[src/rtl/rtlola_event_feeder.sv]
// Timestamped event feeder for the RTLola monitor input interface.
// Buffers host events in a FIFO and replays each one as a registered strobe once its due time is reached.
module rtlola_event_feeder #(
    parameter int DATA_W = 64,
    parameter int TS_W   = 32,
    parameter int DEPTH  = 8
) (
    input  logic              clk,
    input  logic              rst,
    input  logic              en,
    input  logic              s_valid,
    output logic              s_ready,
    input  logic [TS_W-1:0]   s_ts,
    input  logic [DATA_W-1:0] s_data0,
    input  logic              s_new0,
    input  logic [DATA_W-1:0] s_data1,
    input  logic              s_new1,
    output logic [DATA_W-1:0] input_0,
    output logic              new_input_0,
    output logic [DATA_W-1:0] input_1,
    output logic              new_input_1,
    output logic [TS_W-1:0]   time_now,
    output logic              busy,
    output logic              late_err,
    output logic              order_err
);

    // state    | meaning
    // ST_EMPTY | FIFO empty, nothing to replay
    // ST_WAIT  | head entry present, waiting for its due time (or en)

    localparam int AW = $clog2(DEPTH);
    localparam int CW = AW + 1;
    localparam int EW = TS_W + 2 * DATA_W + 2;

    typedef enum logic {ST_EMPTY, ST_WAIT} state_t;

    logic [EW-1:0]     r_mem [DEPTH];
    logic [AW-1:0]     r_wr_ptr;
    logic [AW-1:0]     r_rd_ptr;
    logic [CW-1:0]     r_count;
    state_t            r_state;
    logic [TS_W-1:0]   r_time;
    logic [TS_W-1:0]   r_last_ts;
    logic [DATA_W-1:0] r_input_0;
    logic [DATA_W-1:0] r_input_1;
    logic              r_new_0;
    logic              r_new_1;
    logic              r_late_err;
    logic              r_order_err;

    logic              w_full;
    logic              w_push;
    logic              w_pop;
    logic              w_due;
    logic [EW-1:0]     w_head;
    logic [TS_W-1:0]   w_head_ts;
    logic [DATA_W-1:0] w_head_d0;
    logic [DATA_W-1:0] w_head_d1;
    logic              w_head_n0;
    logic              w_head_n1;
    logic [TS_W-1:0]   w_age;
    logic [CW-1:0]     w_count_nxt;

    assign w_full    = (r_count == CW'(DEPTH));
    assign w_push    = s_valid && !w_full;
    assign w_head    = r_mem[r_rd_ptr];
    assign w_head_ts = w_head[EW-1 -: TS_W];
    assign w_head_d0 = w_head[2*DATA_W+1 -: DATA_W];
    assign w_head_n0 = w_head[DATA_W+1];
    assign w_head_d1 = w_head[DATA_W -: DATA_W];
    assign w_head_n1 = w_head[0];

    // Modular age: due when the head timestamp lies in the past half of the counter range.
    assign w_age       = r_time - w_head_ts;
    assign w_due       = !w_age[TS_W-1];
    assign w_pop       = en && (r_state == ST_WAIT) && w_due;
    assign w_count_nxt = r_count + CW'(w_push) - CW'(w_pop);

    always_ff @(posedge clk) begin
        if (w_push) begin
            r_mem[r_wr_ptr] <= {s_ts, s_data0, s_new0, s_data1, s_new1};
        end
    end

    always_ff @(posedge clk) begin
        if (rst) begin
            r_wr_ptr    <= '0;
            r_rd_ptr    <= '0;
            r_count     <= '0;
            r_state     <= ST_EMPTY;
            r_time      <= '0;
            r_last_ts   <= '0;
            r_input_0   <= '0;
            r_input_1   <= '0;
            r_new_0     <= 1'b0;
            r_new_1     <= 1'b0;
            r_late_err  <= 1'b0;
            r_order_err <= 1'b0;
        end else begin
            if (en) begin
                r_time <= r_time + 1'b1;
            end
            if (w_push) begin
                r_wr_ptr  <= r_wr_ptr + 1'b1;
                r_last_ts <= s_ts;
                if (s_ts < r_last_ts) begin
                    r_order_err <= 1'b1;
                end
            end
            if (w_pop) begin
                r_rd_ptr <= r_rd_ptr + 1'b1;
                if (r_time != w_head_ts) begin
                    r_late_err <= 1'b1;
                end
            end
            r_new_0   <= w_pop && w_head_n0;
            r_new_1   <= w_pop && w_head_n1;
            r_input_0 <= (w_pop && w_head_n0) ? w_head_d0 : '0;
            r_input_1 <= (w_pop && w_head_n1) ? w_head_d1 : '0;
            r_count   <= w_count_nxt;
            case (r_state)
                ST_EMPTY: if (w_push) r_state <= ST_WAIT;
                ST_WAIT:  if (w_count_nxt == '0) r_state <= ST_EMPTY;
                default:  r_state <= ST_EMPTY;
            endcase
        end
    end

    assign s_ready     = !w_full;
    assign busy        = (r_count != '0);
    assign time_now    = r_time;
    assign input_0     = r_input_0;
    assign input_1     = r_input_1;
    assign new_input_0 = r_new_0;
    assign new_input_1 = r_new_1;
    assign late_err    = r_late_err;
    assign order_err   = r_order_err;

endmodule

[config.mk]
export PLATFORM = sky130hd
export DESIGN_NAME = rtlola_event_feeder
export DESIGN_NICKNAME = d
export VERILOG_FILES = /design/src/rtl/rtlola_event_feeder.sv
export SDC_FILE = /design/constraint.sdc
export NUM_CORES = 1
export LEC_CHECK = 0
export ABC_AREA = 1
export CORE_MARGIN = 1
export CORE_UTILIZATION = 23
export CTS_CLUSTER_DIAMETER = 80
export CTS_CLUSTER_SIZE = 24
export DETAILED_ROUTE_END_ITERATION = 7
export PLACE_DENSITY = 0.44
export SLEW_MARGIN = 20
export SYNTH_ARGS = -nofsm -noshare
export SYNTH_HDL_FRONTEND = slang
export SYNTH_SLANG_ARGS = --single-unit
[constraint.sdc]
create_clock -name clk -period 28.4 [get_ports clk]
set_clock_uncertainty 0.15 [all_clocks]
set_input_delay 4.26 -clock clk [delete_from_list [all_inputs] [get_ports clk]]
set_output_delay 4.26 -clock clk [all_outputs]
set_load 0.005 [all_outputs]
==> flow_metrics.tcl, run 1 <==
set metrics [dict create \
    wl_um 164000 \
    synth_area_leaders "edfxtp_1, dfxtp_1, o21ai_0" \
    synth_top_family_by_area "compound AO/OA/AOI/OAI gates" \
    h-tree-depth 3 \
    wire_per_inst_um 20.6 \
    die_w_um 502 \
    syn2layout_area_growth_pct 18.1 \
    drtIter0Drc 2643 \
    start_kind "input port" \
    cp_cell_sequence "clkdlybuf4s50_1 -> nand2_2 -> buf_4 -> inv_1 -> nand2_1 -> nor2_4 -> buf_4 -> buf_4 -> buf_4" \
    cts_buffers 99 \
    async_flop_share_pct 0 \
    routed-via-count 35100 \
    fmaxAchievable_ghz 0.124 \
    crit_required_ns 28.66 \
    peakVddDrop_uv 49.9 \
    setup_tns_ns 0 \
    clock_sinks 1506 \
    clk_pin_slew_ns 0.08 \
    clk_latency_ns 0.78 \
    synth.yosys.seq_area_share_pct 74.9 \
    ctsResizeCount 0 \
    place_congestion 0.742 \
    worstReg2RegEnd "input_1[11]" \
    yosys.area_share.simple_pct 8.00 \
    final.period_utilization_pct 28.5 \
    layout.cells.most_common "edfxtp_1" \
    synth_top_area_share_pct 67.6 \
    path_buf_inv 6 \
    hp-class "reg -> reg" \
    io_buffers 331 \
    hold_viol_final 0 \
    root_buffer "clkbuf_16" \
    cp_slowest_cell "buf_4" \
    rrSetupSlack_ns 22.16 \
    crit_cells 9 \
    post_cts_buffers 0 \
    worst-setup-path-type "in -> reg" \
    path_delay_family "buffers and inverters" \
    ctsHoldBuffers 0 \
    drc 0 \
    antenna_found_initial 53 \
    cts_buffer_depth 3 \
    cellPowerDensity_nw_per_um2 70.7 \
    worstSetupEndpointType "flop" \
    critPathMaxFanout 70 \
    start_util_pct 23.2 \
    netlist_instances 4301 \
    grt_remaining_overflow 0 \
    ff2ff_path_depth 18 \
    vias_per_cell 4.42 \
    fin_util_pct 27.3 \
    io_pins 332 \
    synth_compound_area_share_pct 12.5 \
    mostFrequentLayoutCells "edfxtp_1, o21ai_0, nor2_1, clkdlybuf4s50_1, dfxtp_1" \
    synth_seq_cells 1506 \
    rsz0062_at_grt "no" \
    drive_gt1_share_pct 7.83 \
    cts_tree "built" \
    drv_cap 0 \
    core_area_um2 249000 \
    synth_warnings 0 \
    slowest_delay_ns 0.75 \
    synth_cell_types 42 \
    hpwl_um 91700 \
    grt.total_usage_pct 12.6 \
    drv_slew 0 \
    synth_xor_area_share_pct 0.152 \
    final_nets 4747 \
    synth.largest_area_cell "edfxtp_1" \
    synth_mux_area_share_pct 0 \
    grt_pass1_vias 34200 \
    synthFlopType "edfxtp_1" \
    status "finished clean" \
    startpoint "s_valid" \
    endpoint "r_mem[4][114]" \
    die-area_um2 252000 \
    grt_max_degree 319 \
    ant_nets 0 \
    grt_pass1_wl_um 237000 \
    die_h_um 502 \
    netlist_area_um2 57600 \
    row_count 183 \
    fillCellCount 25500 \
    p_leak_nw 21.6 \
    syn_nets 4539 \
    cpMostUsedCell "buf_4" \
    slew_headroom_pct 28.2 \
    setup_violations 0 \
    synth-adder-area-share_pct 1.58 \
    synth_edf_count 1296 \
    cp.arrival_ns 8.36 \
    min_period_ns 8.09 \
    syn_avg_cell_area_um2 13.4 \
    drt_first_pass_iters 5 \
    tightest_slew_ns 1.08 \
]
[logic make-up (layout without fill, tap and decap cells)]
group / after synthesis / in the layout
adder cells (fa/ha/maj): 72 / 72
buffers and inverters: 397 / 691
flip-flops: 1506 / 1506
XOR/XNOR: 10 / 10
AND/OR/NAND/NOR: 1050 / 1050
other: 0 / 17
AO/OA/AOI/OAI: 1266 / 1266
[tightest hold or removal path: cells and delay by family, from the launching register on]
family / cells / cell delay (ns)
AO/OA/AOI/OAI: 1 / 0.05
buffers and inverters: 1 / 0.06
flip-flops: 1 / 0.30
[how the worst min path moves through the flow]
stage,cells past startpoint,slack [ns],start,end
2_1_floorplan,2,0.27,r_last_ts[0],r_last_ts[0]
3_3_place_gp,2,0.29,r_last_ts[8],r_last_ts[8]
3_5_place_dp,2,0.30,r_last_ts[24],r_last_ts[24]
4_1_cts,2,0.31,r_last_ts[24],r_last_ts[24]
5_1_grt,2,0.33,r_last_ts[21],r_last_ts[21]
6_report,2,0.31,r_last_ts[0],r_last_ts[0]
[power by group]
group	total, mW	internal (mW)	switching, mW	leakage (nW)
clock	1.62	0.747	0.872	1.73
sequential	2.56	2.53	0.0289	13.5
combinational	0.630	0.181	0.449	6.38
total	4.80	3.45	1.35	21.6
[Yosys cell counts, types with 7 or more instances]
master and n:
nand4_1 10, nor2_1 743, dfxtp_1 210, o221ai_1 163
clkbuf_1 221, inv_2 7, buf_2 27, o21ai_0 780
nor2_4 50, inv_1 109, buf_6 7, edfxtp_1 1296
nand2_1 135, ha_1 71, o21ai_1 75, buf_1 14
o22ai_1 159, a21oi_1 80, nor3_1 13, xor2_1 7
nor2_2 51, nand3_1 31
[final cells by class]
type | instances | area [um2] | area share [%]
Antenna cell | 17 | 42.5 | 0.0626
Tap cell | 3330 | 4170 | 6.13
Clock inverter | 72 | 948 | 1.39
Sequential cell | 1506 | 43100 | 63.4
Clock buffer | 115 | 2600 | 3.82
Inverter | 118 | 484 | 0.712
Timing Repair Buffer | 386 | 3780 | 5.55
Multi-Input combinational cell | 2398 | 12900 | 18.9
[per-stage QoR]
stage               cells  power [mW]  cell area (um2)  hold WS [ns]  setup slack (ns)
finish               7942        4.80            68000         0.308             20.31
global route         7933        5.01            68000         0.332             20.00
CTS                  7925        4.89            68000         0.313             20.16
detailed placement   7738        3.25            64400         0.300             19.28
global placement     7738        3.25            64400         0.293             19.31
floorplan            4301        3.00            57600         0.275             16.11
[sequential cells by signal (all words and copies together), names as in the netlist, 3 cells and up, named ones only]
name,cells
r_mem,1296
input_0,64
input_1,64
r_last_ts,32
time_now,32
r_count,4
r_rd_ptr,3
r_wr_ptr,3
[metal layers]
metal,up-vias,track usage [%],part of all wire [%]
li1,16300,-,-
met1,17700,17.6,47
met2,771,19.9,45
met3,207,2.72,5.7
met4,42,3.12,2.0
met5,-,0,0.16
No activity file was read; power rests on OpenSTA's default activity.
==> run 2, diff against run 1 <==
Clock period 28.4 ns to 8.05 ns, I/O delays scaled along.
==> flow_metrics.tcl, run 2 (synthesis results as in run 1) <==
set metrics [dict create \
    status "finished clean" \
    root_buffer "clkbuf_16" \
    worstSetupEndpointType "flop" \
    p_leak_nw 21.6 \
    ff2ff_path_depth 24 \
    die-area_um2 252000 \
    fmaxAchievable_ghz 0.182 \
    row_count 183 \
    grt_pass1_vias 34600 \
    cp.arrival_ns 6.02 \
    drv_cap 0 \
    layout.cells.most_common "edfxtp_1" \
    die_w_um 502 \
    clk_latency_ns 0.80 \
    rsz0062_at_grt "no" \
    core_area_um2 249000 \
    hpwl_um 86300 \
    ctsHoldBuffers 0 \
    cellPowerDensity_nw_per_um2 248 \
    wl_um 164000 \
    drv_slew 0 \
    crit_required_ns 8.58 \
    grt_remaining_overflow 0 \
    setup_violations 0 \
    ant_nets 0 \
    top_register "r_mem" \
    final_area_um2 68100 \
    io_buffers 331 \
    rrSetupSlack_ns 2.57 \
    min_period_ns 5.48 \
    wire_per_inst_um 20.7 \
    crit_cells 24 \
    syn2layout_area_growth_pct 18.3 \
    drive_gt1_share_pct 7.86 \
    fin_util_pct 27.4 \
    vias_per_cell 4.40 \
    cts_buffers 99 \
    slowest_delay_ns 0.94 \
    start_util_pct 23.2 \
    cp_cell_sequence "buf_4 -> o21ai_0 -> o221ai_1 -> o21ai_0 -> ha_1 -> nand2_1 -> nor2_1 -> nor3b_2 -> nand2_1 -> nand2_1 -> nand2_1 -> nand2_1 -> nand2_2 -> nand3_4 -> inv_2 -> ha_1 -> inv_1 -> ha_1 -> inv_1 -> fa_1 -> xor2_1 -> nand4_1 -> o221ai_1 -> inv_1" \
    final.setup.worst_slack_ns 2.57 \
    peakVddDrop_uv 169 \
    cp_slowest_cell "dfxtp_4" \
    hp-class "reg -> reg" \
    post_cts_buffers 0 \
    place_congestion 0.739 \
    endpoint "r_state" \
    cpMostUsedCell "nand2_1" \
    path_buf_inv 5 \
    drt_first_pass_iters 5 \
    clk_pin_slew_ns 0.08 \
    slew_headroom_pct 22.0 \
    worst-setup-path-type "reg -> reg" \
    place_ws_ns 2.38 \
    io_pins 332 \
    die_h_um 502 \
    clock_sinks 1506 \
    routed-via-count 34900 \
    cts_tree "built" \
    ctsResizeCount 0 \
    hold_ws_ns 0.308 \
    final.period_utilization_pct 68.1 \
    grt_max_degree 275 \
    placed_cell_area_um2 64500 \
    drc 0 \
    drtIter0Drc 2354 \
    critPathMaxFanout 63 \
    mostFrequentLayoutCells "edfxtp_1, o21ai_0, nor2_1, clkdlybuf4s50_1, dfxtp_1" \
    worstReg2RegEnd "r_state" \
    start_kind "flop" \
    final_nets 4743 \
    path_delay_family "simple AND/OR/NAND/NOR gates" \
    cts_buffer_depth 3 \
    antenna_found_initial 16 \
    largest_register_ffs 1296 \
    tightest_slew_ns 1.17 \
    grt.total_usage_pct 12.7 \
    hold_viol_final 0 \
    h-tree-depth 3 \
    grt_pass1_wl_um 239000 \
    p_total_mw 16.9 \
]
run 2: worst min-delay path by stage:
stage | from | endpoint | cells past startpoint
after detailed placement | r_last_ts[0] | r_last_ts[0] | 2
after floorplan | r_last_ts[0] | r_last_ts[0] | 2
final | r_last_ts[0] | r_last_ts[0] | 2
after CTS | r_last_ts[0] | r_last_ts[0] | 2
after global routing | r_last_ts[0] | r_last_ts[0] | 2
after global placement | r_last_ts[0] | r_last_ts[0] | 2
run 2: area by class of cell:
cell class,instances,area (um2)
clock buffer,109,2580
tap,3330,4170
timing repair buffer,382,3860
antenna,4,10.0
sequential,1506,43100
clock inverter,79,1020
multi-input combinational,2398,12900
fill,25600,181000
inverter,118,484
run 2: worst reg2reg max path, stage by stage (launching register included):
cell and delay (ns):
dfxtp_4 0.94, buf_4 0.80, o21ai_0 0.25, o221ai_1 0.21
o21ai_0 0.13, ha_1 0.30, nand2_1 0.09, nor2_1 0.23
nor3b_2 0.26, nand2_1 0.08, nand2_1 0.06, nand2_1 0.07
nand2_1 0.09, nand2_2 0.07, nand3_4 0.11, inv_2 0.08
ha_1 0.27, inv_1 0.06, ha_1 0.16, inv_1 0.06
fa_1 0.40, xor2_1 0.18, nand4_1 0.10, o221ai_1 0.17
inv_1 0.06
run 2: report_power, final:
| part | switching, mW | internal [mW] | leakage (nW) | total, mW |
|---|---|---|---|---|
| Clock | 3.01 | 2.72 | 1.73 | 5.73 |
| Sequential | 0.114 | 8.91 | 13.5 | 9.03 |
| Combinational | 1.50 | 0.645 | 6.40 | 2.15 |
| Total | 4.63 | 12.3 | 21.6 | 16.9 |
run 2: routing by layer:
metal	track usage [%]	wire (um)	vias to the layer above	part of all wire, %
met5	0	102	-	0.062
met4	2.79	2470	16	1.5
met3	2.03	7450	152	4.6
met2	20.3	75000	702	46
met1	18.0	78700	17700	48
li1	-	-	16300	-
run 2: through the flow:
step | TNS, ns | instances
2_1_floorplan | -575.60 | 4301
3_3_place_gp | 0 | 7734
3_5_place_dp | 0 | 7734
4_1_cts | 0 | 7922
5_1_grt | 0 | 7923
6_report | 0 | 7926
